**src/rtl/hypot_iter.sv**
```systemverilog
// hypot_iter: iterative integer sqrt(a*a + b*b) with optional rounding, valid/ready handshakes.
module hypot_iter #(
  parameter int WIDTH = 8
) (
  input  logic             clk,
  input  logic             rst,
  input  logic             in_valid_i,
  output logic             in_ready_o,
  input  logic [WIDTH-1:0] a_i,
  input  logic [WIDTH-1:0] b_i,
  input  logic             round_en_i,
  output logic             out_valid_o,
  input  logic             out_ready_i,
  output logic [WIDTH:0]   root_o,
  output logic             exact_o
);
  localparam int SUM_W  = 2 * WIDTH + 1;
  localparam int ROOT_W = WIDTH + 1;
  localparam int CNT_W  = $clog2(ROOT_W);
  typedef enum logic [1:0] {IDLE, SQUARE, ROOT, DONE} state_t;
  state_t              state_q, state_d;
  logic [WIDTH-1:0]    a_q, a_d, b_q, b_d;
  logic                rnd_q, rnd_d;
  logic [SUM_W-1:0]    sum_q, sum_d;
  logic [ROOT_W+1:0]   rem_q, rem_d, rem_nx;
  logic [ROOT_W-1:0]   q_q, q_d, q_nx;
  logic [CNT_W-1:0]    cnt_q, cnt_d;
  logic [ROOT_W-1:0]   root_q, root_d;
  logic                exact_q, exact_d;
  logic [2*ROOT_W-1:0] pad;
  logic [ROOT_W+3:0]   rem_sh, trial;
  logic                ge;
  always_ff @(posedge clk or posedge rst) begin
    if (rst) begin
      state_q <= IDLE;
      a_q     <= '0;
      b_q     <= '0;
      rnd_q   <= 1'b0;
      sum_q   <= '0;
      rem_q   <= '0;
      q_q     <= '0;
      cnt_q   <= '0;
      root_q  <= '0;
      exact_q <= 1'b0;
    end else begin
      state_q <= state_d;
      a_q     <= a_d;
      b_q     <= b_d;
      rnd_q   <= rnd_d;
      sum_q   <= sum_d;
      rem_q   <= rem_d;
      q_q     <= q_d;
      cnt_q   <= cnt_d;
      root_q  <= root_d;
      exact_q <= exact_d;
    end
  end
  // one restoring-root step: bring down the next bit pair of the sum, MSB pair first
  always_comb begin
    pad    = {1'b0, sum_q};
    rem_sh = {rem_q, pad[{cnt_q, 1'b0} +: 2]};
    trial  = {2'b00, q_q, 2'b01};
    ge     = rem_sh >= trial;
    rem_nx = (ROOT_W+2)'(ge ? rem_sh - trial : rem_sh);
    q_nx   = {q_q[ROOT_W-2:0], ge};
  end
  always_comb begin
    state_d = state_q;
    a_d     = a_q;
    b_d     = b_q;
    rnd_d   = rnd_q;
    sum_d   = sum_q;
    rem_d   = rem_q;
    q_d     = q_q;
    cnt_d   = cnt_q;
    root_d  = root_q;
    exact_d = exact_q;
    case (state_q)
      IDLE: if (in_valid_i) begin
        a_d     = a_i;
        b_d     = b_i;
        rnd_d   = round_en_i;
        state_d = SQUARE;
      end
      SQUARE: begin
        sum_d   = SUM_W'(a_q) * SUM_W'(a_q) + SUM_W'(b_q) * SUM_W'(b_q);
        rem_d   = '0;
        q_d     = '0;
        cnt_d   = CNT_W'(ROOT_W - 1);
        state_d = ROOT;
      end
      ROOT: begin
        rem_d = rem_nx;
        q_d   = q_nx;
        cnt_d = cnt_q - 1'b1;
        if (cnt_q == '0) begin
          // rem > q is the same test as N > q*q + q, i.e. the fraction exceeds one half
          root_d  = q_nx + ROOT_W'(rnd_q && (rem_nx > {2'b00, q_nx}));
          exact_d = rem_nx == '0;
          state_d = DONE;
        end
      end
      DONE: state_d = out_ready_i ? IDLE : DONE;
      default: state_d = IDLE;
    endcase
  end
  assign in_ready_o  = state_q == IDLE;
  assign out_valid_o = state_q == DONE;
  assign root_o      = root_q;
  assign exact_o     = exact_q;
endmodule

```
**config.mk**
```make
export PLATFORM = sky130hd
export DESIGN_NAME = hypot_iter
export DESIGN_NICKNAME = d
export VERILOG_FILES = /design/src/rtl/hypot_iter.sv
export SDC_FILE = /design/constraint.sdc
export NUM_CORES = 1
export LEC_CHECK = 0
export ABC_AREA = 0
export ABC_CLOCK_PERIOD_IN_PS = 7100
export BUFFER_PORTS_ARGS = -buffer_cell sky130_fd_sc_hd__buf_2
export CAP_MARGIN = 25
export CORE_AREA = 8 8 174 126
export CTS_BUF_LIST = sky130_fd_sc_hd__clkbuf_4
export DETAILED_ROUTE_END_ITERATION = 8
export DIE_AREA = 0 0 182 134
export SLEW_MARGIN = 5
export SYNTH_ARGS = -nofsm -noshare
export SYNTH_HDL_FRONTEND = slang
export SYNTH_SLANG_ARGS = --single-unit
```
**constraint.sdc**
```tcl
create_clock -name clk -period 7.1 [get_ports clk]
set_input_delay 2.13 -clock clk [delete_from_list [all_inputs] [get_ports clk]]
set_output_delay 2.13 -clock clk [all_outputs]
set_load 0.005 [all_outputs]
```
# Word-level counts from Yosys, hierarchy flattened
# Index checks and enable logic that the tools add are counted.
# W data, S select, Z words.
[word_totals] register_bits=70 latch_bits=0 mem_bits_rw=0 rom_bits=0 in_bits=21 word_cells=40 mem_count=0
[classes] add_sub_neg=4 n_mul=2 div=0 magnitude_cmp=2 eq_ne=5 shifts=1 muxes=8 bitwise_logic=0 n_reduce_logical=8
[op_table] cell="$mul A8 B8 Y16" count=2
[op_table] cell="$pmux W11 S2" count=1
[op_table] cell="$pmux W9 S2" count=1
[op_table] cell="$shiftx A18 B6 Y2" count=1
[op_table] cell="$add A16 B16 Y17" count=1
[op_table] cell="$ge A13 B11 Y1" count=1
[op_table] cell="$gt A11 B9 Y1" count=1
[op_table] cell="$logic_not A11 Y1" count=1
[op_table] cell="$mux W11" count=1
[op_table] cell="$sub A11 B11 Y11" count=1
[op_table] cell="$add A9 B1 Y9" count=1
[op_table] cell="$pmux W2 S4" count=1
[op_table] cell="$pmux W4 S2" count=1
[op_table] cell="$mux W2" count=3
[op_table] cell="$reduce_and A2 Y1" count=3
[op_table] cell="$eq A2 B2 Y1 const B" count=2
[op_table] cell="$logic_not A4 Y1" count=1
[op_table] cell="$ne A2 B2 Y1 const B" count=2
[op_table] cell="$sub A4 B1 Y4 const B" count=1
[op_table] cell="$eq A2 B1 Y1 const B" count=1
[op_table] cell="$logic_not A2 Y1" count=1
[op_table] cell="$reduce_bool A2 Y1" count=1
[op_table] cell="$logic_and A1 B1 Y1" count=1

# Logic depth before layout (Yosys ltp)
# Gate-level depths: netlist (run 1).
[depth] word_depth=6 mapped_depth=28 depth_no_buf=26

# Worst setup path before layout (run 1)
# OpenSTA, ideal clock, no wires.
[synth_path] path_kind="reg2reg" start="register a_q[1]" end="register sum_q[16]" arrival_time_ps=5465 required_ps=6963 setup_slack_ps=1498 path_stages_with_launch=19 n_path_buf=1 period_less_slack_ps=5602 path_cell_list="dfrtp_1 > clkbuf_1 > nand2_1 > fa_1 > fa_1 > inv_1 > fa_1 > fa_1 > inv_1 > fa_1 > fa_1 > inv_1 > ha_1 > a2111oi_0 > nor3_1 > o31ai_1 > o21ai_0 > xnor2_1 > mux2i_1"
[synth_between] elab_chain_len=2
[synth_rtl] item="start, declared" line="22" text="logic [WIDTH-1:0] a_q, a_d, b_q, b_d;"
[synth_rtl] item="start signal, assigned" line="36" text="a_q <= '0;"
[synth_rtl] item="start signal, assigned" line="47" text="a_q <= a_d;"
[synth_rtl] item="$mul A8 B8 Y16" line="86" text="sum_d = SUM_W'(a_q) * SUM_W'(a_q) + SUM_W'(b_q) * SUM_W'(b_q);"
[synth_rtl] item="$add A16 B16 Y17" line="86"
[synth_rtl] item="end signal, assigned" line="50" text="sum_q <= sum_d;"
[synth_rtl] item="end, declared" line="24" text="logic [SUM_W-1:0] sum_q, sum_d;"
# Every way passes these cells.
# A chain may end at the register's enable or synchronous reset.

# Worst setup path in the final report (run 1)
[layout_path] start="register b_q[0]" end="register sum_q[16]"
[layout_between] elab_chain_len=2
[layout_rtl] item="start, declared" line="22"
[layout_rtl] item="start signal, assigned" line="37" text="b_q <= '0;"
[layout_rtl] item="start signal, assigned" line="48" text="b_q <= b_d;"
[layout_rtl] item="$mul A8 B8 Y16" line="86"
[layout_rtl] item="$add A16 B16 Y17" line="86"
# Every way passes these cells.

==> impl_metrics.env, run 1 <==
export IMPL_slew_headroom_pct=35.0
export IMPL_synthesis_nets=946
export IMPL_final_cell_mix="inv_1 (134), ha_1 (83), fa_1 (78)"
export IMPL_max_freq_mhz=161
export IMPL_cpMostUsedCell="fa_1"
export IMPL_ant_nets=0
export IMPL_layout_nets=971
export IMPL_port_buffer_count=32
export IMPL_synth_cell_types=62
export IMPL_worst_ep_required_time_ns=7.40
export IMPL_final_common_cell="inv_1"
export IMPL_grt_pass1_vias=5361
export IMPL_synth_edff_count=0
export IMPL_numCtsBuffers=9
export IMPL_layout_drive_gt1_share_pct=13.9
export IMPL_status="completed"
export IMPL_die_h_um=134
export IMPL_r2r_end="sum_q[16]$_DFFE_PP0N_"
export IMPL_rsz0062_at_grt="no"
export IMPL_grt_ovfl_total=0
export IMPL_pin_count=33
export IMPL_critPathMaxStageDelay_ns=0.62
export IMPL_hold_violations=0
export IMPL_cp_num_buf_inv=4
export IMPL_route_detailed_drc=0
export IMPL_rows=43
export IMPL_clock_latency_ns=0.46
export IMPL_die_area_um2=24400
export IMPL_vias=5245
export IMPL_htree_levels=3
export IMPL_place_gp_congestion=0.822
export IMPL_die_x_um=182
export IMPL_cts_resized=0
export IMPL_yosys_warnings=0
export IMPL_antenna_found_initial=0
export IMPL_critPathKind="register to register"
export IMPL_max_slew_worst_pin_slew_ns=0.951
export IMPL_rr_worst_depth=19
export IMPL_grt_pass1_wl_mm=27.4
export IMPL_min_delay_start="root_o[1]$_DFFE_PP0P_"
export IMPL_hold_class="register to register"
export IMPL_diodes=0
export IMPL_crit_family="adder cells"
export IMPL_holdBufCountCts=0
export IMPL_synth_seq_cells=70
export IMPL_postCtsSetupRepairBufs=0
export IMPL_track_usage_pct=13.8
export IMPL_wl_per_cell_um=15.0
export IMPL_period_share_pct=87.4
export IMPL_cp_slowest_cell="a2111oi_0"
export IMPL_syn_to_final_growth_pct=7.80
export IMPL_hold_path_end="root_o[1]$_DFFE_PP0P_"
export IMPL_cp_depth=19
export IMPL_async_flop_share_pct=100
export IMPL_grt_max_degree=49
export IMPL_fillers=1890
export IMPL_crit_fanout=10
export IMPL_regArea_um2=1750
export IMPL_period_needed_ns=6.20
export IMPL_multi_input_area_um2=5170
export IMPL_drt_total_wl_mm=15.6
export IMPL_cts_sinks=70
export IMPL_synth_area_um2=7540
export IMPL_first_pass_iters=5
export IMPL_ff2ff_setup_slack_ns=0.90
export IMPL_slew_violations=0
export IMPL_clk_pin_slew_worst_paths_ns=0.14
export IMPL_critPathLaunchType="register"
export IMPL_worstPathArrival_ns=6.51
export IMPL_syn_area_per_cell_um2=9.87
export IMPL_root_buffer="clkbuf_4"
export IMPL_hold_depth=1
export IMPL_via_per_inst=5.04
export IMPL_cap_violations=0
export IMPL_fin_setup_tns_ns=0
export IMPL_ys_seq_area_share_pct=23.2
export IMPL_crit_chain="and2_1, inv_1, fa_1, fa_1, inv_1, ha_1, fa_1, inv_1, fa_1, fa_1, inv_1, ha_1, a21o_1, a2111oi_0, nor3_1, o31ai_1, o21ai_0, xnor2_1, mux2i_1"
export IMPL_drt_iter0_drc=249
export IMPL_clock_path_buffers=2
export IMPL_synth_flop_cell="dfrtp_1"
export IMPL_start_util_pct=38.9
export IMPL_syn_inst=764
export IMPL_skew_ns=0.0193
export IMPL_core_area_um2=19400
export IMPL_cts_tree="yes"
export IMPL_finalSetupViolations=0
export IMPL_endpoint_kind="register"
export IMPL_dp_hpwl_mm=12.6
export IMPL_r2r_start="b_q[0]$_DFFE_PP0P_"
## layer usage
layer  vias up  share of wire, %  track usage (%)
met5         -                 0                0
met4         0              0.88             3.00
met3        11               5.0             3.43
met2        80                39             19.7
met1      2586                55             20.7
li1       2568                 -                -
## worst max path at each step
| stage | endpoint | slack, ns | startpoint |
|---|---|---|---|
| after global routing | sum_q[16]$_DFFE_PP0N_ | 0.36 | a_q[2]$_DFFE_PP0P_ |
| after detailed placement | sum_q[16]$_DFFE_PP0N_ | 0.90 | a_q[0]$_DFFE_PP0P_ |
| after CTS | sum_q[16]$_DFFE_PP0N_ | 0.85 | a_q[0]$_DFFE_PP0P_ |
| final | sum_q[16]$_DFFE_PP0N_ | 0.90 | b_q[0]$_DFFE_PP0P_ |
| after floorplan | sum_q[16]$_DFFE_PP0N_ | 1.50 | a_q[1]$_DFFE_PP0P_ |
| after global placement | sum_q[16]$_DFFE_PP0N_ | 0.91 | a_q[0]$_DFFE_PP0P_ |
## logic make-up (layout without fill, tap and decap cells)
kind of cell / count (synthesis) / in the layout / share of synthesized area [%]
muxes: 53 / 53 / 8.15
and+or+nand+nor: 194 / 194 / 13.5
buffers and inverters: 158 / 188 / 8.13
AOI/OAI and AO/OA: 94 / 94 / 8.55
xor gates and xnor gates: 34 / 34 / 3.95
DFF: 70 / 70 / 23.2
adders and majority gates: 161 / 161 / 34.5
## stage by stage
step	std cells	utilization [%]	setup slack (ns)	instance area, um^2	hold WS [ns]
after floorplan	764	-	1.50	7540	0.470
after global placement	1025	41.0	0.908	7940	0.486
after detailed placement	1025	41.0	0.901	7940	0.491
after CTS	1041	42.0	0.853	8130	0.521
after global routing	1041	42.0	0.356	8130	0.538
final	1041	42.0	0.896	8130	0.517
## worst reg2reg max path, cell delays in order, from the launching register on
cell and delay (ns):
dfrtp_1 0.60, and2_1 0.22, inv_1 0.06, fa_1 0.39, fa_1 0.51, inv_1 0.04
ha_1 0.30, fa_1 0.54, inv_1 0.06, fa_1 0.51, fa_1 0.55, inv_1 0.05
ha_1 0.32, a21o_1 0.21, a2111oi_0 0.62, nor3_1 0.19, o31ai_1 0.44, o21ai_0 0.18
xnor2_1 0.18, mux2i_1 0.08
## synth_stat cells (all sizes together) (2+ instances only)
cell | number | area, um^2
mux2 | 39 | 462
or4 | 3 | 22.5
a2111oi | 2 | 17.5
a31o | 9 | 78.8
dfrtp | 70 | 1750
nand2 | 46 | 173
inv | 137 | 519
ha | 83 | 1040
a21o | 4 | 30.0
o32ai | 2 | 25.0
nor2b | 15 | 93.8
and3 | 4 | 25.0
xor2 | 5 | 43.8
a211oi | 2 | 15.0
o211ai | 4 | 30.0
and2 | 33 | 206
clkbuf | 19 | 71.3
or3 | 3 | 23.8
nand2b | 4 | 25.0
nor3b | 3 | 22.5
nand4 | 4 | 25.0
nor4 | 2 | 12.5
o22ai | 4 | 25.0
buf | 2 | 22.5
nor2 | 28 | 115
mux2i | 13 | 130
o31a | 2 | 17.5
fa | 78 | 1560
o21bai | 2 | 15.0
nand3 | 26 | 130
o21ai | 17 | 85.1
a21oi | 28 | 148
xnor2 | 29 | 254
o21a | 5 | 37.5
or2 | 3 | 18.8
o31ai | 5 | 42.5
nor3 | 16 | 85.1
## layout make-up
type,instances,share of cell area (%)
Clock buffer,9,0.831
Tap cell,247,3.80
Multi-Input combinational cell,536,63.7
Sequential cell,70,21.6
Inverter,137,6.40
Timing Repair Buffer,35,2.25
Clock inverter,7,1.49
## state kept, by name (all words and copies together) (netlist names)
name     cells
root_o       9
rem_q       11
cnt_q        4
q_q          9
rnd_q        1
b_q          8
a_q          8
exact_o      1
sum_q       17
state_q      2
Power of run 1 is left out: the tool's default activity adds up to more than one toggle a clock period on the data nets, which glitch-free logic cannot reach.
==> run 2: changes to the inputs <==
- ABC_AREA: 0 -> 1
- CORE_AREA: 8 8 174 126 -> 8 8 173 126
- DIE_AREA: 0 0 182 134 -> 0 0 181 134
==> impl_metrics.env, run 2 <==
export IMPL_fillers=1986
export IMPL_synth_largest_area_cell="dfrtp_1"
export IMPL_wl_per_cell_um=14.0
export IMPL_rsz0062_at_grt="no"
export IMPL_r2r_start="a_q[4]$_DFFE_PP0P_"
export IMPL_dp_cells=1175
export IMPL_critPathKind="register to register"
export IMPL_core_area_um2=19300
export IMPL_cts_sinks=70
export IMPL_diodes=0
export IMPL_hold_path_end="sum_q[4]$_DFFE_PP0N_"
export IMPL_grt_pass1_wl_mm=28.9
export IMPL_syn_area_per_cell_um2=8.14
export IMPL_r2r_end="sum_q[16]$_DFFE_PP0N_"
export IMPL_final_common_cell="inv_1"
export IMPL_critPathLaunchType="register"
export IMPL_port_buffer_count=32
export IMPL_drt_iter0_drc=323
export IMPL_synth_cell_types=43
export IMPL_hold_class="register to register"
export IMPL_numCtsBuffers=9
export IMPL_slew_violations=0
export IMPL_max_slew_worst_pin_slew_ns=0.931
export IMPL_clk_pin_slew_worst_paths_ns=0.14
export IMPL_yosysMostFrequentCell="inv_1"
export IMPL_largestRegisters="sum_q: 17 flops, rem_q: 11 flops"
export IMPL_via_per_inst=4.75
export IMPL_layout_drive_gt1_share_pct=9.42
export IMPL_regArea_um2=1750
export IMPL_ys_seq_area_share_pct=23.3
export IMPL_max_freq_mhz=168
export IMPL_final_cell_mix="inv_1 (225), nand2_1 (185), ha_1 (83)"
export IMPL_regMostFlops="sum_q"
export IMPL_cts_tree="yes"
export IMPL_fin_cells=1192
export IMPL_root_buffer="clkbuf_4"
export IMPL_hold_violations=0
export IMPL_slew_headroom_pct=37.9
export IMPL_largest_reg_flops=17
export IMPL_ff2ff_setup_slack_ns=1.16
export IMPL_clock_latency_ns=0.46
export IMPL_netlist_top_cells_area="dfrtp_1 (23%), fa_1 (21%), ha_1 (14%)"
export IMPL_synth_area_um2=7520
export IMPL_hold_depth=2
export IMPL_dp_hpwl_mm=13.3
export IMPL_place_gp_congestion=0.858
export IMPL_async_flop_share_pct=100
export IMPL_crit_fanout=9
export IMPL_die_x_um=181
export IMPL_drt_total_wl_mm=16.7
export IMPL_route_detailed_drc=0
export IMPL_ant_nets=0
export IMPL_grt_max_degree=71
export IMPL_synth_flop_cell="dfrtp_1"
export IMPL_antenna_found_initial=0
export IMPL_vias=5664
export IMPL_worst_hold_slack_ns=0.492
export IMPL_status="completed"
export IMPL_clock_path_buffers=2
export IMPL_track_usage_pct=14.7
export IMPL_min_delay_start="sum_q[4]$_DFFE_PP0N_"
export IMPL_htree_levels=3
export IMPL_yosys_area_top_type_share_pct=23.3
export IMPL_synth_seq_cells=70
export IMPL_die_h_um=134
export IMPL_cts_resized=0
export IMPL_first_pass_iters=6
export IMPL_holdBufCountCts=0
export IMPL_grt_ovfl_total=0
export IMPL_worst_ep_required_time_ns=7.43
export IMPL_finalSetupViolations=0
export IMPL_cap_violations=0
export IMPL_period_needed_ns=5.94
export IMPL_placed_area_um2=7870
export IMPL_syn_inst=923
export IMPL_yosys_warnings=0
export IMPL_start_util_pct=39.0
export IMPL_multi_input_area_um2=4760
export IMPL_skew_ns=0.0153
export IMPL_postCtsSetupRepairBufs=0
export IMPL_die_area_um2=24300
export IMPL_period_share_pct=83.6
export IMPL_layout_nets=1122
export IMPL_pin_count=33
export IMPL_grt_pass1_vias=5752
export IMPL_endpoint_kind="register"
export IMPL_synth_edff_count=0
export IMPL_stdcell_area_um2=8070
export IMPL_rr_worst_depth=21
export IMPL_fin_setup_tns_ns=0
export IMPL_synthesis_nets=1105
export IMPL_worstPathArrival_ns=6.27
export IMPL_syn_to_final_growth_pct=7.37
export IMPL_synth_commonest_cells="inv_1 (226), nand2_1 (185), ha_1 (83), fa_1 (78), dfrtp_1 (70)"
export IMPL_rows=43
==> run 2: changes by cell type after synthesis, moves of 13 or more <==
cell | previous run | this run
and2_1 | 33 | 0
inv_1 | 135 | 226
mux2_2 | 33 | 7
mux2i_1 | 13 | 0
nand2_1 | 46 | 185
nor2_1 | 26 | 42
nor2b_1 | 15 | 0
o21ai_0 | 16 | 35
o22ai_1 | 4 | 17
xnor2_1 | 29 | 7
==> run 2: worst max path at each step <==
stage                             startpoint                     to  slack (ns)  cells after the start
after global routing      b_q[0]$_DFFE_PP0P_  sum_q[16]$_DFFE_PP0N_        0.87                     21
final                     a_q[4]$_DFFE_PP0P_  sum_q[16]$_DFFE_PP0N_        1.16                     21
after detailed placement  a_q[4]$_DFFE_PP0P_  sum_q[16]$_DFFE_PP0N_        1.21                     21
after global placement    a_q[4]$_DFFE_PP0P_  sum_q[16]$_DFFE_PP0N_        1.35                     21
after CTS                 a_q[4]$_DFFE_PP0P_  sum_q[16]$_DFFE_PP0N_        1.19                     21
after floorplan           a_q[4]$_DFFE_PP0P_  sum_q[16]$_DFFE_PP0N_        1.66                     22
==> run 2: worst max-delay path, cell delays in order (launching register included) <==
cell and delay [ns]:
dfrtp_1 0.59, inv_1 0.21, fa_1 0.56, inv_1 0.05, fa_1 0.53, inv_1 0.05
fa_1 0.49, inv_1 0.05, fa_1 0.47, inv_1 0.05, fa_1 0.53, inv_1 0.05
fa_1 0.47, ha_1 0.35, inv_1 0.08, nor3_1 0.25, nand3_1 0.15, o2111ai_1 0.19
a31oi_1 0.17, o21ai_0 0.24, xor2_1 0.18, o21ai_0 0.09
==> run 2: routing by layer <==
layer  wire [um]  global-route usage (%)  vias up
li1            -                       -     2845
met5           0                       0        -
met4         116                    2.63        0
met1        9390                    23.2     2692
met2        6370                    20.0      116
met3         805                    3.00       11
==> run 2: layout make-up <==
type                            count  area share, %
Multi-Input combinational cell    593           59.0
Sequential cell                    70           21.7
Inverter                          230           10.7
Tap cell                          247           3.83
Timing Repair Buffer               36           2.60
Clock inverter                      7           1.29
Clock buffer                        9          0.837
==> run 2: stage by stage <==
step                      worst slack (ns)  util [%]
after floorplan                       1.66         -
after global placement                1.35      40.9
after detailed placement              1.21      40.9
after CTS                             1.19      41.8
after global routing                 0.873      41.9
final                                 1.16      41.9
==> run 2: logic make-up (layout without fill, tap and decap cells) <==
| group | count (synthesis) | count (layout) | share of synthesized area (%) |
|---|---|---|---|
| compound gates | 112 | 112 | 8.47 |
| xor+xnor | 23 | 23 | 2.68 |
| fa+ha+maj | 161 | 161 | 34.6 |
| buf+inv | 260 | 282 | 13.3 |
| flops | 70 | 70 | 23.3 |
| mux | 7 | 7 | 1.05 |
| simple gates | 290 | 290 | 16.6 |
Power of run 2 is left out for the same reason.
